`src/rtl/fetch_pc_rv32i.sv`:
```
`default_nettype none
// +----------------------------------------------------------------------------+
// | Module   : fetch_pc_rv32i                                                  |
// | Purpose  : PC register and single-outstanding instruction-fetch sequencer. |
// | Revision : 1.0  initial release                                            |
// +----------------------------------------------------------------------------+
module fetch_pc_rv32i #(
  parameter logic [31:0] RESET_PC     = 32'h0000_0000,
  parameter int unsigned WAIT_TIMEOUT = 16
) (
  input  logic        clk,
  input  logic        rst,
  input  logic [31:0] pc_in,
  input  logic        pc_update,
  output logic        imem_req,
  output logic [31:0] imem_addr,
  input  logic        imem_gnt,
  input  logic        imem_rvalid,
  input  logic [31:0] imem_rdata,
  output logic [31:0] instr,
  output logic [31:0] instr_pc,
  output logic [31:0] pc_new,
  output logic        instr_valid,
  output logic        fetch_err,
  output logic [31:0] instret
);

  localparam logic [2:0]  c_st_boot  = 3'd0;
  localparam logic [2:0]  c_st_req   = 3'd1;
  localparam logic [2:0]  c_st_wait  = 3'd2;
  localparam logic [2:0]  c_st_valid = 3'd3;
  localparam logic [2:0]  c_st_err   = 3'd4;
  localparam logic [31:0] c_nop      = 32'h0000_0013;
  // The terminal count is checked before incrementing, so the last legal value is one less.
  localparam logic [15:0] c_tmo_last = 16'(WAIT_TIMEOUT - 1);

  logic [2:0]  r_state;
  logic [31:0] r_pc;
  logic [31:0] r_instr;
  logic [31:0] r_instr_pc;
  logic [31:0] r_instret;
  logic [15:0] r_tmo;

  logic w_tmo_hit;
  logic w_misaligned;
  logic w_req_done;

  assign w_tmo_hit    = (r_tmo == c_tmo_last);
  assign w_misaligned = |pc_in[1:0];
  assign w_req_done   = imem_gnt & imem_rvalid;

  always_ff @(posedge clk or posedge rst) begin
    if (rst) begin
      r_state    <= c_st_boot;
      r_pc       <= RESET_PC;
      r_instr    <= c_nop;
      r_instr_pc <= RESET_PC;
      r_instret  <= 32'd0;
      r_tmo      <= 16'd0;
    end else begin
      case (r_state)
        c_st_boot: begin
          r_state <= c_st_req;
          r_tmo   <= 16'd0;
        end
        c_st_req: begin
          if (w_req_done) begin
            r_instr    <= imem_rdata;
            r_instr_pc <= r_pc;
            r_state    <= c_st_valid;
          end else if (w_tmo_hit) begin
            r_state <= c_st_err;
          end else begin
            r_tmo <= r_tmo + 16'd1;
            if (imem_gnt) r_state <= c_st_wait;
          end
        end
        c_st_wait: begin
          if (imem_rvalid) begin
            r_instr    <= imem_rdata;
            r_instr_pc <= r_pc;
            r_state    <= c_st_valid;
          end else if (w_tmo_hit) begin
            r_state <= c_st_err;
          end else begin
            r_tmo <= r_tmo + 16'd1;
          end
        end
        c_st_valid: begin
          if (pc_update) begin
            r_instret <= r_instret + 32'd1;
            r_pc      <= pc_in;
            r_tmo     <= 16'd0;
            r_state   <= w_misaligned ? c_st_err : c_st_req;
          end
        end
        c_st_err: begin
          r_state <= c_st_err;
        end
        default: begin
          r_state <= c_st_boot;
        end
      endcase
    end
  end

  assign imem_req    = (r_state == c_st_req);
  assign imem_addr   = r_pc;
  assign instr       = r_instr;
  assign instr_pc    = r_instr_pc;
  assign pc_new      = r_instr_pc + 32'd4;
  assign instr_valid = (r_state == c_st_valid);
  assign fetch_err   = (r_state == c_st_err);
  assign instret     = r_instret;

endmodule
`default_nettype wire

```
`config.mk`:
```
export PLATFORM = sky130hd
export DESIGN_NAME = fetch_pc_rv32i
export DESIGN_NICKNAME = d
export VERILOG_FILES = /design/src/rtl/fetch_pc_rv32i.sv
export SDC_FILE = /design/constraint.sdc
export NUM_CORES = 1
export LEC_CHECK = 0
export BUFFER_PORTS_ARGS = -buffer_cell sky130_fd_sc_hd__buf_2
export CORE_MARGIN = 5
export CORE_UTILIZATION = 50
export DETAILED_ROUTE_END_ITERATION = 12
export PLACE_DENSITY = 0.8
export SLEW_MARGIN = 20
export SYNTH_ARGS = -nofsm -noshare
export SYNTH_HDL_FRONTEND = slang
export SYNTH_SLANG_ARGS = --single-unit
```
`constraint.sdc`:
```
create_clock -name clk -period 5.3 [get_ports clk]
set_input_delay 0 -clock clk [delete_from_list [all_inputs] [get_ports clk]]
set_output_delay 0 -clock clk [all_outputs]
set_load 0.02 [all_outputs]
```
==> results_dict.tcl <==
set metrics [dict create \
    total_power_mw 5.781 \
    tightest_slew_ns 0.9197 \
    critPathKind "reg -> out" \
    cts_tree "yes" \
    slowest_stage "or4b_1" \
    dp_cells 932 \
    clock_latency_ns 0.42 \
    drt-initial-drc-count 273 \
    drive_above_1_share_pct 43.44 \
    rsz0062_at_grt "false" \
    cts_inserted_buffers 17 \
    htreeDepth 4 \
    clkTransAtPathRegs_ns 0.06 \
    cts_hold_buf 66 \
    critical_path.max_fanout 6 \
    stdcell_area_sq_um 9290 \
    syn_nets 614 \
    ys_ff_latch 147 \
    maxCapViolCount 0 \
    fin_cells 1031 \
    ir_drop_uv 336.1 \
    async_reset_ff_share_pct 100.0 \
    drtAntennaViolNets 0 \
    cts_resized 0 \
    vias_per_cell 5.305 \
    ys_types 46 \
    start_util_pct 50.53 \
    syn2layout_area_growth_pct 39.94 \
    rows 42 \
    cts_sinks 147 \
    post-route-min-period_ns 2.775 \
    clock_path_buffers 2 \
    grtUsageTotal_pct 22.67 \
    io_pins 232 \
    max_stage_delay_ns 0.59 \
    dpl.hpwl_um 12000 \
    fin_hold_ws_ns 0.02681 \
    max_freq_mhz 360.4 \
    required_ns 5.30 \
    hold_viol_final 0 \
    grt_pass1_vias 5772 \
    routed_wl_um 17530 \
    arrival_ns 2.77 \
    final_nets 913 \
    die_w_um 125.2 \
    hold_class "in -> reg" \
    finalSetupTns_ns 0 \
    via_count 5469 \
    post_cts_buffers 0 \
    ys_warn_count 0 \
    status "completed" \
    die_height_um 125.2 \
    antenna_found_initial 1 \
    synth_area_sq_um 6639 \
    cp_cell_sequence "nand4_1, nor4_4, or4b_1, nor2_1, xor2_1, buf_2" \
    io_buffers 231 \
    drc 0 \
    p_per_area_nw_per_um2 622.2 \
    grt_pass1_wl_um 28990 \
    overflow 0 \
    core_area_sq_um 13140 \
    dieArea_sq_um 15680 \
    netlist_instances 542 \
    synth_seq_area_share_pct 55.47 \
    dp_slack_ns 2.665 \
    end_kind "primary output" \
    cts-root-buf "clkbuf_16" \
    place_area_sq_um 7949 \
    finalSetupViolCount 0 \
    fin_ws_ns 2.525 \
    wire_per_inst_um 17.00 \
    p_leak_nw 4.454 \
    grt_max_degree 91 \
    synth-edff-count 0 \
    ys.flop_type "dfrtp_1" \
    cp-start-kind "register" \
    fin_crit_sh_pct 52.35 \
    worst_clock_skew_ns 0.009215 \
    avgSynthCellArea_sq_um 12.25 \
    finalWeightedCongestion 0.8699 \
    slew_violations 0 \
    relSlewSlack_pct 38.69 \
    fin_util_pct 70.71 \
    dr.pass1.iters 4 \
]
==> sequential cells by signal, indices dropped and copies added, names as in the netlist <==
signal     flops
instret       32
imem_addr     32
instr         32
r_tmo         16
instr_pc      32
r_state        3
==> cell families after synthesis <==
| logic type | after synthesis | synth area share (%) |
|---|---|---|
| and+or+nand+nor | 164 | 13.14 |
| DFF | 147 | 55.47 |
| muxes | 97 | 16.45 |
| xor gates and xnor gates | 70 | 9.235 |
| AOI/OAI and AO/OA | 31 | 3.110 |
| buffers and inverters | 30 | 2.035 |
| adders and majority gates | 3 | 0.5655 |
==> synthesized netlist by cell type (8+ instances only) <==
master   count  share of area (%)
xnor2_1     43                5.7
nand3_1     27                2.0
nand2_1     37                2.1
inv_1       11               0.62
dfrtp_1    144                 54
nand4_1     14                1.3
nor2_1      35                2.0
mux2_2      97                 16
o21ai_0     10               0.75
buf_2       12               0.90
nor4_1       9               0.85
nor3_1       8               0.60
xor2_1      27                3.6
==> final timing paths <==
| check | slack [ns] | start | cells past startpoint | to |
|---|---|---|---|---|
| min reg2reg | 0.47 | instret[31]$_DFFE_PP0P_ | 1 | instret[31]$_DFFE_PP0P_ |
| min | 0.03 | imem_rvalid | 3 | r_state[0]$_DFFE_PP0P_ |
| min in group asynchronous | 0.31 | rst | 3 | instr[17]$_DFFE_PP0P_ |
| max reg2reg | 2.65 | r_state[0]$_DFFE_PP0P_ | 4 | instr[10]$_DFFE_PP0P_ |
| max in group asynchronous | 3.74 | rst | 4 | imem_addr[28]$_DFFE_PP0P_ |
| max | 2.53 | instr_pc[5]$_DFFE_PP0P_ | 6 | pc_new[31] |
==> cell usage in the layout (no fill, tap or decap), types with 8 or more instances in the layout <==
cell / n
nor3_1: 8
buf_2: 231
mux2_2: 97
dlygate4sd3_1: 66
nor2_1: 35
xor2_1: 27
clkbuf_16: 17
nand3_1: 27
nor4_1: 9
inv_1: 10
xnor2_1: 43
nand2_1: 37
nand4_1: 14
o21ai_0: 10
dfrtp_1: 144
==> layout make-up <==
type / count / area [sq um]
Clock buffer: 23 / 478.0
Antenna cell: 1 / 2.502
Fill cell: 922 / 3847
Timing Repair Buffer: 299 / 1832
Sequential cell: 147 / 3682
Clock inverter: 9 / 200.2
Inverter: 11 / 46.29
Multi-Input combinational cell: 365 / 2829
Tap cell: 176 / 220.2
==> power breakdown <==
group | switching, mW | internal, mW | total (mW) | leakage [nW]
Combinational | 1.44 | 1.02 | 2.46 | 2.30
Sequential | 0.412 | 1.55 | 1.96 | 1.83
Clock | 0.439 | 0.920 | 1.36 | 0.324
Total | 2.29 | 3.49 | 5.78 | 4.45
==> per-layer routing <==
layer / GRT usage, % / share of wire, % / routed length [um]
met3: 6.823 / 6.8 / 1193
met5: 0 / 0 / 0
met1: 25.72 / 38 / 6638
met4: 11.42 / 3.1 / 535
met2: 38.91 / 52 / 9164
==> critical path: cells and delay by family, from the launching register on <==
kind / cells / cell delay, ns
xor+xnor: 1 / 0.17
buf+inv: 1 / 0.19
flops: 1 / 0.48
simple gates: 4 / 1.52
No activity file was read; power rests on OpenSTA's default activity.
